$ cat config.mk
export PLATFORM = sky130hd
export DESIGN_NAME = game_scene_ctrl
export DESIGN_NICKNAME = d
export VERILOG_FILES = /design/src/rtl/game_scene_ctrl_pkg.sv /design/src/rtl/game_scene_ctrl_frame_tick_gen.sv /design/src/rtl/game_scene_ctrl.sv
export SDC_FILE = /design/constraint.sdc
export NUM_CORES = 1
export LEC_CHECK = 0
export CORE_ASPECT_RATIO = 1.4
export CORE_MARGIN = 2
export CORE_UTILIZATION = 50
export CTS_CLUSTER_DIAMETER = 60
export CTS_CLUSTER_SIZE = 40
export DETAILED_ROUTE_END_ITERATION = 12
export PLACE_DENSITY = 0.8
export SYNTH_ARGS = -nofsm -noshare
export SYNTH_HDL_FRONTEND = slang
export SYNTH_SLANG_ARGS = --single-unit
$ cat constraint.sdc
create_clock -name pclk -period 4.3 [get_ports pclk]
set_clock_uncertainty 0.2 [all_clocks]
set_input_delay 0.645 -clock pclk [delete_from_list [all_inputs] [get_ports pclk]]
set_output_delay 0.645 -clock pclk [all_outputs]
set_load 0.02 [all_outputs]
$ cat src/rtl/game_scene_ctrl_pkg.sv
// game_scene_ctrl_pkg: VGA bus layout, scene codes, FSM states and default frame constants
package game_scene_ctrl_pkg;
   // VGA timing bus {vcount[10:0], vsync, vblnk, hcount[10:0], hsync, hblnk}
   localparam int VGA_BUS_SIZE = 26;
   localparam int VBLNK_IDX = 13;
   localparam logic [1:0] SCENE_TITLE = 2'd0;
   localparam logic [1:0] SCENE_BOARD = 2'd1;
   localparam logic [1:0] SCENE_WIN = 2'd2;
   localparam int DEF_TITLE_FRAMES = 180;
   localparam int DEF_REVEAL_FRAMES = 60;
   localparam int DEF_PAIRS = 8;
   localparam int DEF_FCNT_W = 8;
   typedef enum logic [1:0] {S_TITLE, S_PLAY, S_REVEAL, S_WIN} state_t;
   function automatic logic [1:0] scene_of(input state_t s);
      return (s == S_WIN) ? SCENE_WIN : ((s == S_TITLE) ? SCENE_TITLE : SCENE_BOARD);
   endfunction
endpackage

$ cat src/rtl/game_scene_ctrl_frame_tick_gen.sv
// frame_tick_gen: vblnk rising-edge detect with a combinational tick and a registered frame_tick
module frame_tick_gen (
   input  logic pclk,
   input  logic rst_n,
   input  logic vblnk,
   output logic tick,
   output logic frame_tick
);
   logic vblnk_d;
   assign tick = vblnk & ~vblnk_d;
   // remember last vblnk and delay tick by one cycle for downstream users
   always_ff @(posedge pclk) begin
      if (!rst_n) begin
         vblnk_d <= 1'b0;
         frame_tick <= 1'b0;
      end else begin
         vblnk_d <= vblnk;
         frame_tick <= tick;
      end
   end
endmodule

$ cat src/rtl/game_scene_ctrl.sv
// game_scene_ctrl: frame-synchronous scene sequencer for the Memory Game
module game_scene_ctrl
   import game_scene_ctrl_pkg::*;
#(
   parameter int TITLE_FRAMES = DEF_TITLE_FRAMES,
   parameter int REVEAL_FRAMES = DEF_REVEAL_FRAMES,
   parameter int PAIRS = DEF_PAIRS,
   parameter int FCNT_W = DEF_FCNT_W
) (
   input  logic                    pclk,
   input  logic                    rst_n,
   input  logic [VGA_BUS_SIZE-1:0] vga_in,
   input  logic                    start_btn,
   input  logic                    pair_valid,
   input  logic                    pair_match,
   output logic [1:0]              scene,
   output logic                    title_en,
   output logic                    board_en,
   output logic                    win_en,
   output logic                    input_lock,
   output logic                    pair_commit,
   output logic                    pair_clear,
   output logic [3:0]              pairs_found,
   output logic                    frame_tick
);
   localparam logic [FCNT_W-1:0] TF = FCNT_W'(TITLE_FRAMES);
   localparam logic [FCNT_W-1:0] RF = FCNT_W'(REVEAL_FRAMES);
   localparam logic [FCNT_W-1:0] ONE = FCNT_W'(1);
   state_t state, state_nxt;
   logic [FCNT_W-1:0] fcnt, fcnt_nxt, rcnt, rcnt_nxt;
   logic start_pend, pend_nxt, start_d, start_rise, match_r, match_nxt;
   logic [3:0] pairs_nxt, pairs_inc;
   logic commit_nxt, clear_nxt, tick;
   logic unused_vga;
   assign unused_vga = ^{vga_in[VGA_BUS_SIZE-1:VBLNK_IDX+1], vga_in[VBLNK_IDX-1:0]};
   assign start_rise = start_btn & ~start_d;
   assign pairs_inc = pairs_found + 4'd1;
   assign input_lock = (state != S_PLAY);
   frame_tick_gen u_tick (
      .pclk(pclk),
      .rst_n(rst_n),
      .vblnk(vga_in[VBLNK_IDX]),
      .tick(tick),
      .frame_tick(frame_tick)
   );
   // state, counters and handshake pulses
   always_ff @(posedge pclk) begin
      if (!rst_n) begin
         state <= S_TITLE;
         fcnt <= '0;
         rcnt <= '0;
         start_pend <= 1'b0;
         start_d <= 1'b0;
         match_r <= 1'b0;
         pairs_found <= 4'd0;
         pair_commit <= 1'b0;
         pair_clear <= 1'b0;
      end else begin
         state <= state_nxt;
         fcnt <= fcnt_nxt;
         rcnt <= rcnt_nxt;
         start_pend <= pend_nxt;
         start_d <= start_btn;
         match_r <= match_nxt;
         pairs_found <= pairs_nxt;
         pair_commit <= commit_nxt;
         pair_clear <= clear_nxt;
      end
   end
   // next-state logic; everything but pair acceptance waits for a frame tick
   always_comb begin
      state_nxt = state;
      fcnt_nxt = fcnt;
      rcnt_nxt = rcnt;
      pend_nxt = start_pend;
      match_nxt = match_r;
      pairs_nxt = pairs_found;
      commit_nxt = 1'b0;
      clear_nxt = 1'b0;
      case (state)
         S_TITLE: begin
            if (tick && start_pend) begin
               state_nxt = S_PLAY;
               fcnt_nxt = '0;
               pairs_nxt = 4'd0;
               pend_nxt = 1'b0;
            end else begin
               if (start_rise && fcnt == TF) pend_nxt = 1'b1;
               if (tick && fcnt != TF) fcnt_nxt = fcnt + ONE;
            end
         end
         S_PLAY: begin
            if (pair_valid) begin
               match_nxt = pair_match;
               rcnt_nxt = RF;
               state_nxt = S_REVEAL;
            end
         end
         S_REVEAL: begin
            if (tick) begin
               rcnt_nxt = rcnt - ONE;
               if (rcnt == ONE) begin
                  commit_nxt = match_r;
                  clear_nxt = ~match_r;
                  pairs_nxt = match_r ? pairs_inc : pairs_found;
                  state_nxt = (match_r && pairs_inc == 4'(PAIRS)) ? S_WIN : S_PLAY;
               end
            end
         end
         S_WIN: begin
            if (tick && start_pend) begin
               state_nxt = S_TITLE;
               fcnt_nxt = '0;
               pairs_nxt = 4'd0;
               pend_nxt = 1'b0;
            end else if (start_rise) begin
               pend_nxt = 1'b1;
            end
         end
         default: state_nxt = S_TITLE;
      endcase
   end
   // scene layer selection changes only at frame start to avoid tearing
   always_ff @(posedge pclk) begin
      if (!rst_n) begin
         scene <= SCENE_TITLE;
         title_en <= 1'b1;
         board_en <= 1'b0;
         win_en <= 1'b0;
      end else if (tick) begin
         scene <= scene_of(state_nxt);
         title_en <= (state_nxt == S_TITLE);
         board_en <= (state_nxt == S_PLAY) || (state_nxt == S_REVEAL);
         win_en <= (state_nxt == S_WIN);
      end
   end
endmodule

==> metrics.md <==
| Metric | Value |
|---|---|
| Fin crit share | `0.653` |
| Crit path capture type | `register` |
| Power, Total | `0.656 mW` |
| Top_reg_cell synth | `dfxtp_1` |
| Initial DRT Pass Iterations | `4` |
| Maximum root-to-sink buffer count | `2` |
| Io pins | `44` |
| Hold path startpoint | `board_en` |
| Cells after synthesis | `223` |
| Number of cells on the critical path | `8` |
| Standard-cell rows | `26` |
| CP startpoint kind | `input port` |
| Die ar. | `around 0.0043 sq mm` |
| Post-DRT Antenna Nets | `0` |
| RSZ-0062 raised after global routing | `no` |
| Max VDD drop | `0.251 mV` |
| Area grow syn2layout | `16.8%` |
| Gr usage total | `0.210` |
| Core area | `0.00364 sq mm` |
| Total global routing overflow | `0` |
| WHS | `0.271 ns` |
| Filler instances | `329` |
| Slowest-stage cell, CP | `clkdlybuf4s50_1` |
| Max incr delay on CP | `0.53 ns` |
| WP data arrival | `2.82 ns` |
| CP top delay family | `compound AO/OA/AOI/OAI gates` |
| EDFF count, synth | `0` |
| Die W | `56.2 microns` |
| Nets | `approximately 280` |
| Layout cell share with drive strength beyond 1 | `0.0788` |
| Clock sinks | `32` |
| Die Span Y | `~77 microns` |
| CTS clk-pin slew, worst paths | `around 0.060 ns` |
| Cell Pwr Density | `294 mW/mm^2` |
| CTS H-Tree Depth | `2` |
| Highest fanout seen on the critical path | `6` |
| Async S/R FF share, synth | `0` |
| TritonCTS clock tree | `done` |
| Hold crit path type | `reg2reg` |
| WHS Path Cells | `2` |
| Reg2reg setup slack | `1.84 ns` |
| Initial DRC count | `140` |
| Vias in the first global route | `1674` |
| Most frequent cells in the layout | `32 x dfxtp_1, 23 x nand2_1, 18 x clkdlybuf4s50_1` |
| FF-to-FF Start | `state[1]` |
| Antenna diode count | `0` |
| Commonest non-fill, non-tap cell in the layout | `dfxtp_1` |
| CP Cell Sequence | `clkdlybuf4s50_1, nor4b_1, o2111ai_1, a211oi_2, a21oi_1, ha_1, nand2_1, a21oi_1` |
| Post-CTS Hold Fix Bufs | `0` |
| Initial antenna violation count | `0` |
| I/O Buffers | `18` |
| Number of synthesis warnings | `0` |
| Final GP Congestion | `0.887` |
| Cell Int Power | `0.518 mW` |
| Pleak | `0.765 nW` |
| Critical Path Source | `vga_in[13]` |
| Final setup viols | `0` |
| Largest net degree at the start of global routing | `25` |
| Sequential area share after synthesis | `0.336` |
| Yosys reg bits | `32` |
| Clock Power Share | `0.487` |
| Rel. slew slack | `0.415` |
| Initial core utilization | `0.523` |
| Final Hold Viols | `0` |
| Postcts setup bufs | `0` |
| Run status | `complete, no violations` |
| Buffers & Inverters on Critical Path | `1` |
| Mean post-synth cell area | `8.55 sq um` |
| CTS Buf Count | `5` |
| CTS Root Cell | `clkbuf_8` |
| Post-Syn Area | `about 0.0019 sq mm` |
| Comb power frac | `0.051` |
| DRC violations left | `0` |
| P_sw | `0.138 mW` |
| Clk Latency, worst-skew pair | `0.29 ns` |
| Min Tclk post-route | `2.81 ns` |
| Slew Limit Fails | `0` |
| Measured slew at the worst slew-check pin | `slightly below 0.9 ns` |
| Vias | `about 1700` |
| WS Path Type | `in2reg` |
| Detailed placement HPWL | `2920 microns` |
| Max Freq | `356 MHz` |
| Seq pwr share | `0.462` |
| Req. time, crit path | `4.31 ns` |
| Avg WL per Cell | `14.8 microns` |
| Post-CTS Resized | `0` |
| CP most frequent cell | `a21oi_1` |
| First-pass GRT wire length | `~7400 microns` |
| Worst Reg2Reg Path Length in Cells | `8` |
| Synth cell types | `55` |
| Switching share of power | `0.210` |
| Post-Syn Nets | `267` |
| Vias/cell | `6.08` |
| Total Wirelength | `4200 microns` |
| Max cap viols | `0` |
| Setup TNS | `0 ns` |
[area by class of cell]
cell class	count	area (sq um)	share of cell area
multi-input combinational	168	1170	0.526
sequential	32	641	0.288
timing repair buffer	18	180	0.0809
clock buffer	7	96.3	0.0433
inverter	15	56.3	0.0253
tap	42	52.6	0.0236
clock inverter	1	30.0	0.0135
[state kept, by name, indices dropped and copies added, names as in the netlist]
name	count
board_en	1
fcnt	8
match_r	1
pair_clear	1
pair_commit	1
pairs_found	4
rcnt	8
scene	1
start_d	1
start_pend	1
state	2
title_en	1
u_tick.frame_tick	1
u_tick.vblnk_d	1
[stage by stage]
stage	setup slack [ns]	instance area, sq um	utilization	instances
global route	1.35	2230	0.611	283
CTS	1.51	2230	0.611	283
global placement	1.22	2100	0.577	275
finish	1.49	2230	0.611	283
floorplan	2.02	1910	-	223
detailed placement	1.20	2100	0.577	275
[worst min-delay path, stage by stage, from the launching register on]
cell	delay [ns]
dfxtp_1	0.32
nand2_1	0.05
a21oi_1	0.05
[power by group through the flow]
| stage | combinational, mW | sequential (mW) | clock (mW) |
|---|---|---|---|
| 3_3_place_gp | 0.0328 | 0.310 | 0 |
| 2_1_floorplan | 0.0190 | 0.311 | 0 |
| 6_report | 0.0336 | 0.303 | 0.319 |
| 4_1_cts | 0.0337 | 0.303 | 0.325 |
| 3_5_place_dp | 0.0335 | 0.310 | 0 |
| 5_1_grt | 0.0379 | 0.303 | 0.338 |
[cells by family (layout without fill, tap and decap cells)]
family          after synthesis  in the layout  share of synthesized area
simple gates                 86             86                      0.255
mux                           7              7                     0.0381
fa+ha+maj                    13             13                     0.0853
xor+xnor                      2              2                    0.00919
buf+inv                      23             41                     0.0499
compound gates               60             60                      0.226
flops                        32             32                      0.336
[worst paths after layout]
path	endpoint
setup / recovery	board_en
hold reg to reg	board_en
setup reg to reg	board_en
hold / removal	board_en
[Yosys cell counts (all sizes together), types with 3 or more instances]
library cell,instances,area (sq um)
a2111oi,3,26.3
a211oi,7,62.6
a21oi,16,80.1
and2,4,25.0
buf,3,20.0
clkbuf,5,18.8
dfxtp,32,641
ha,13,163
inv,14,52.6
mux2i,5,50.1
nand2,23,86.3
nand2b,7,43.8
nand3,8,40.0
nand3b,5,37.5
nand4,4,25.0
nand4b,5,43.8
nor2,12,45.0
nor4,5,46.3
o2111ai,4,41.3
o21a,4,30.0
o21ai,7,35.0
[routing by layer]
layer	vias up	wire length (microns)	GRT usage
li1	851	-	-
met1	826	1830	0.237
met2	34	2130	0.372
met3	10	142	0.0472
met4	0	91	0.0905
met5	-	0	0
No activity file was read; power rests on OpenSTA's default activity.
